**src/rtl/div_pkg.sv**
```systemverilog
// Shared types and defaults for the sequential restoring divider.
// No timing of its own; types only.
package div_pkg;

    localparam int DIV_WIDTH_DEFAULT = 8;

    typedef enum logic [1:0] {
        ST_IDLE = 2'd0,
        ST_RUN  = 2'd1,
        ST_DONE = 2'd2
    } div_state_t;

endpackage

```
**src/rtl/full_subtractor.sv**
```systemverilog
// One-bit full subtractor cell (a - b - bin) for the trial-subtraction ripple chain.
// Combinational, zero latency; no flow control.
module full_subtractor (
    input  logic a,
    input  logic b,
    input  logic bin,
    output logic d,
    output logic bout
);

    assign d    = a ^ b ^ bin;
    assign bout = (~a & b) | (~(a ^ b) & bin);

endmodule

```
**src/rtl/seq_divider8.sv**
```systemverilog
// Unsigned restoring divider, one quotient bit per clock; done pulses WIDTH+1 cycles after accept
// (1 cycle for divide-by-zero). start is only honoured in IDLE, so requests during RUN/DONE are dropped.
module seq_divider8
    import div_pkg::*;
#(
    parameter int WIDTH = DIV_WIDTH_DEFAULT
) (
    input  logic             clk,
    input  logic             rst,
    input  logic             start,
    input  logic [WIDTH-1:0] dividend,
    input  logic [WIDTH-1:0] divisor,
    output logic             busy,
    output logic             done,
    output logic [WIDTH-1:0] quotient,
    output logic [WIDTH-1:0] remainder,
    output logic             div_by_zero
);

    localparam int CW = $clog2(WIDTH + 1);

    div_state_t       state_q, state_d;
    logic [CW-1:0]    cnt_q, cnt_d;
    logic [WIDTH-1:0] dvd_q, dvd_d;
    logic [WIDTH-1:0] dvs_q, dvs_d;
    logic [WIDTH:0]   rem_q, rem_d;
    logic [WIDTH-1:0] quotient_q, quotient_d;
    logic [WIDTH-1:0] remainder_q, remainder_d;
    logic             dbz_q, dbz_d;
    logic             busy_q, busy_d;
    logic             done_q, done_d;

    logic [WIDTH:0]   shifted;
    logic [WIDTH:0]   dvs_ext;
    logic [WIDTH:0]   diff;
    logic [WIDTH+1:0] borrow;
    logic [WIDTH:0]   rem_next;
    logic [WIDTH-1:0] q_next;
    logic             rem_msb_unused;

    // The partial remainder never exceeds the divisor after a step, so its top bit is not shifted on.
    assign rem_msb_unused = rem_q[WIDTH];
    assign shifted        = {rem_q[WIDTH-1:0], dvd_q[WIDTH-1]};
    assign dvs_ext        = {1'b0, dvs_q};
    assign borrow[0]      = 1'b0;

    for (genvar i = 0; i <= WIDTH; i++) begin : g_sub
        full_subtractor u_fs (
            .a    (shifted[i]),
            .b    (dvs_ext[i]),
            .bin  (borrow[i]),
            .d    (diff[i]),
            .bout (borrow[i+1])
        );
    end

    assign rem_next = borrow[WIDTH+1] ? shifted : diff;
    assign q_next   = {dvd_q[WIDTH-2:0], ~borrow[WIDTH+1]};

    always_comb begin
        state_d     = state_q;
        cnt_d       = cnt_q;
        dvd_d       = dvd_q;
        dvs_d       = dvs_q;
        rem_d       = rem_q;
        quotient_d  = quotient_q;
        remainder_d = remainder_q;
        dbz_d       = dbz_q;
        busy_d      = 1'b0;
        done_d      = 1'b0;
        case (state_q)
            ST_IDLE: begin
                if (start) begin
                    dvd_d = dividend;
                    dvs_d = divisor;
                    rem_d = '0;
                    cnt_d = CW'(WIDTH);
                    if (divisor == '0) begin
                        state_d     = ST_DONE;
                        done_d      = 1'b1;
                        quotient_d  = '1;
                        remainder_d = dividend;
                        dbz_d       = 1'b1;
                    end else begin
                        state_d = ST_RUN;
                        busy_d  = 1'b1;
                    end
                end
            end
            ST_RUN: begin
                dvd_d = q_next;
                rem_d = rem_next;
                cnt_d = cnt_q - CW'(1);
                if (cnt_q == CW'(1)) begin
                    state_d     = ST_DONE;
                    done_d      = 1'b1;
                    quotient_d  = q_next;
                    remainder_d = rem_next[WIDTH-1:0];
                    dbz_d       = 1'b0;
                end else begin
                    busy_d = 1'b1;
                end
            end
            ST_DONE: state_d = ST_IDLE;
            default: state_d = ST_IDLE;
        endcase
    end

    always_ff @(posedge clk) begin
        if (rst) begin
            state_q     <= ST_IDLE;
            cnt_q       <= '0;
            dvd_q       <= '0;
            dvs_q       <= '0;
            rem_q       <= '0;
            quotient_q  <= '0;
            remainder_q <= '0;
            dbz_q       <= 1'b0;
            busy_q      <= 1'b0;
            done_q      <= 1'b0;
        end else begin
            state_q     <= state_d;
            cnt_q       <= cnt_d;
            dvd_q       <= dvd_d;
            dvs_q       <= dvs_d;
            rem_q       <= rem_d;
            quotient_q  <= quotient_d;
            remainder_q <= remainder_d;
            dbz_q       <= dbz_d;
            busy_q      <= busy_d;
            done_q      <= done_d;
        end
    end

    assign busy        = busy_q;
    assign done        = done_q;
    assign quotient    = quotient_q;
    assign remainder   = remainder_q;
    assign div_by_zero = dbz_q;

endmodule

```
**config.mk**
```make
export PLATFORM = sky130hd
export DESIGN_NAME = seq_divider8
export DESIGN_NICKNAME = d
export VERILOG_FILES = /design/src/rtl/div_pkg.sv /design/src/rtl/full_subtractor.sv /design/src/rtl/seq_divider8.sv
export SDC_FILE = /design/constraint.sdc
export NUM_CORES = 1
export LEC_CHECK = 0
export BUFFER_PORTS_ARGS = -buffer_cell sky130_fd_sc_hd__buf_2
export CAP_MARGIN = 20
export CORE_MARGIN = 3
export CORE_UTILIZATION = 50
export CTS_CLUSTER_DIAMETER = 30
export CTS_CLUSTER_SIZE = 12
export DETAILED_ROUTE_END_ITERATION = 6
export HOLD_SLACK_MARGIN = 0.12
export PLACE_DENSITY = 0.76
export SLEW_MARGIN = 0
export SYNTH_ARGS = -nofsm -noshare
export SYNTH_HDL_FRONTEND = slang
export SYNTH_SLANG_ARGS = --single-unit
```
**constraint.sdc**
```tcl
create_clock -name clk -period 5.6 [get_ports clk]
set_clock_uncertainty 0.2 [all_clocks]
set_input_delay 0.28 -clock clk [delete_from_list [all_inputs] [get_ports clk]]
set_output_delay 0.28 -clock clk [all_outputs]
set_load 0.1 [all_outputs]
```
==> flow_summary.ini <==
[cts]
clock_tree.root_cell = clkbuf_8
cts_tree = yes
clk_pin_slew_ns = 0.09
h-tree-depth = 2
ctsResizeCount = 0
cts_buffer_depth = 2
cts_sinks = 49
clk_latency_ns = 0.31
cts_inserted_buffers = 5

[setup_path]
critical-path-max-stage-delay_ns = 0.44
startpoint = dvd_q[7]
critPathBufInv = 1
path_delay_family = adder cells
slowest_stage = fa_1
path_cells = inv_1 > ha_1 > fa_1 > fa_1 > fa_1 > fa_1 > fa_1 > fa_1 > fa_1 > nand2b_1 > a211oi_1 > a21oi_1 > a221oi_1
crit_type = register to register
crit_required_ns = 5.55
r2r_slack_ns = 1.00
cp-start-kind = register
crit_fanout = 14
regToRegEndpoint = remainder[4]
end_kind = register
r2r_cells = 13
crit_top_cell = fa_1
reg2reg_from = dvd_q[7]
worstPathArrival_ns = 4.55

[finish]
final_core_util_pct = 64.1
num_antenna_cells = 0
drive_above_1_share_pct = 20.6
finish.net_count = 319
area_growth_pct = 21.4

[pwr]
power_density_nw_per_um2 = 312
p_leak_uw = 0.00106
ir_drop_mv = 0.204
p_total_uw = 813

[yosys]
ys.flop_type = dfxtp_1
synth_nets = 271
synth_top_cell_by_area = dfxtp_1
synth.area.top_cells = dfxtp_1 46%, a21oi_1 9.1%, nand2_1 7.7%
synth_cell_types = 32
avgSynthCellArea_um2 = 8.86
synthTopCellsByCount = 49 x dfxtp_1, 44 x nand2_1, 39 x a21oi_1, 15 x nor2_1, 11 x inv_1
syn_area_um2 = 2140
synth_top_area_share_pct = 45.8
syn-instance-count = 242
synth_warnings = 0
async_reset_ff_share_pct = 0
synth_most_common_cell = dfxtp_1
synth_seq_area_share_pct = 45.8
synth_edf_count = 0
ys_ff_latch = 49

[hold_path]
hp-class = register to register
hold_end = div_by_zero
min_from = div_by_zero
hold-path-cell-count = 2

[run_status]
status = completed

[timing]
slew_viol_final = 0
slew_headroom_pct = 47.7
period_minus_slack_ns = 4.60
period_share_pct = 82.1
tns_ns = 0
rsz0062_at_grt = no
setup_viol = 0
tightest_slew_ns = 0.785
fin_ws_ns = 1.00
fmax_mhz = 218
hold_violations = 0

[global_route]
grt_pass1_vias = 1816
grt_start_max_net_pins = 44
grt_overflow_total = 0
grt_use_total_pct = 21.0
antenna_found_initial = 0
grt_pass1_wl_um = 8550

[routing]
dr.first_iter.drc_count = 131
firstDrtPassIters = 4
wire_per_inst_um = 14.9
vias = 1884
postRouteAntennaNets = 0
drc = 0
routed_wl_um = 5080
viasPerCell = 5.52

[floorplan]
num_rows = 23
fp.coreArea_um2 = 4060
die_x_um = 71.5
start_util_pct = 52.8
die_h_um = 71.5
die-area_um2 = 5110
io_pins = 38

[placement]
place_hpwl_um = 3410
dp_worst_setup_slack_ns = 1.04
io_buffers = 37
gp_congestion = 0.819

[job]
cap_violations = 0
[placed cells by master (no fill, tap or decap), types with 6 or more instances in the layout]
cell and n:
nand2_1 44, a22oi_1 6, dlygate4sd3_1 16, dfxtp_1 49
inv_1 11, o221a_2 7, nor2_1 15, a21oi_1 39
fa_1 7, buf_2 37, a31oi_1 6
[registers in the layout, summed over array words and instances (netlist names)]
signal,cells
remainder,8
cnt_q,4
done,1
dvd_q,8
busy,1
quotient,8
rem_q,8
div_by_zero,1
dvs_q,8
state_q,2
[cells by family after synthesis]
kind of cell / count (synthesis) / share of synthesized area [%]
and+or+nand+nor: 77 / 16.5
adders and majority gates: 10 / 8.29
buffers and inverters: 27 / 5.20
AOI/OAI and AO/OA: 78 / 23.8
DFF: 49 / 45.8
xor gates and xnor gates: 1 / 0.409
[worst register-to-register path, cell delays in order, from the launching register on]
cell      delay [ns]
dfxtp_1         0.36
inv_1           0.05
ha_1            0.18
fa_1            0.39
fa_1            0.39
fa_1            0.42
fa_1            0.41
fa_1            0.39
fa_1            0.39
fa_1            0.44
nand2b_1        0.39
a211oi_1        0.18
a21oi_1         0.16
a221oi_1        0.10
[where the power goes]
part,switching (uW),internal [uW]
logic,134,74.2
registers,19.9,373
clock network,123,88.8
[layer usage]
| metal | up-vias | part of all wire [%] | GRT usage (%) |
|---|---|---|---|
| met5 | - | 0 | 0 |
| met4 | 0 | 0.37 | 4.80 |
| met3 | 2 | 6.9 | 5.19 |
| met2 | 56 | 46 | 34.4 |
| met1 | 883 | 47 | 28.2 |
| li1 | 943 | - | - |
[per-stage QoR]
stage	instances	hold WS (ns)	area (um^2)
floorplan	242	0.216	2140
global placement	316	0.241	2340
detailed placement	316	0.247	2340
CTS	340	0.261	2590
global route	341	0.277	2600
finish	341	0.257	2600
[worst max-delay path by stage]
stage | end | slack (ns) | cells after the start
2_1_floorplan | remainder[0] | 1.36 | 14
3_3_place_gp | remainder[5] | 1.18 | 13
3_5_place_dp | remainder[4] | 1.04 | 13
4_1_cts | remainder[4] | 1.03 | 13
5_1_grt | remainder[5] | 0.79 | 13
6_report | remainder[4] | 1.00 | 13
[what timing repair did]
action                                 CTS  global route
hold buffers                            16             0
endpoints found under the hold margin   21             0
buffers inserted                         0             0
[cell type report]
cell class,instances,area [um^2]
inverter,11,41.3
sequential,49,981
fill,359,1460
tap,50,62.6
clock buffer,5,68.8
timing repair buffer,57,375
multi-input combinational,166,1050
clock inverter,3,22.5
(Power assumes the default switching activity.)
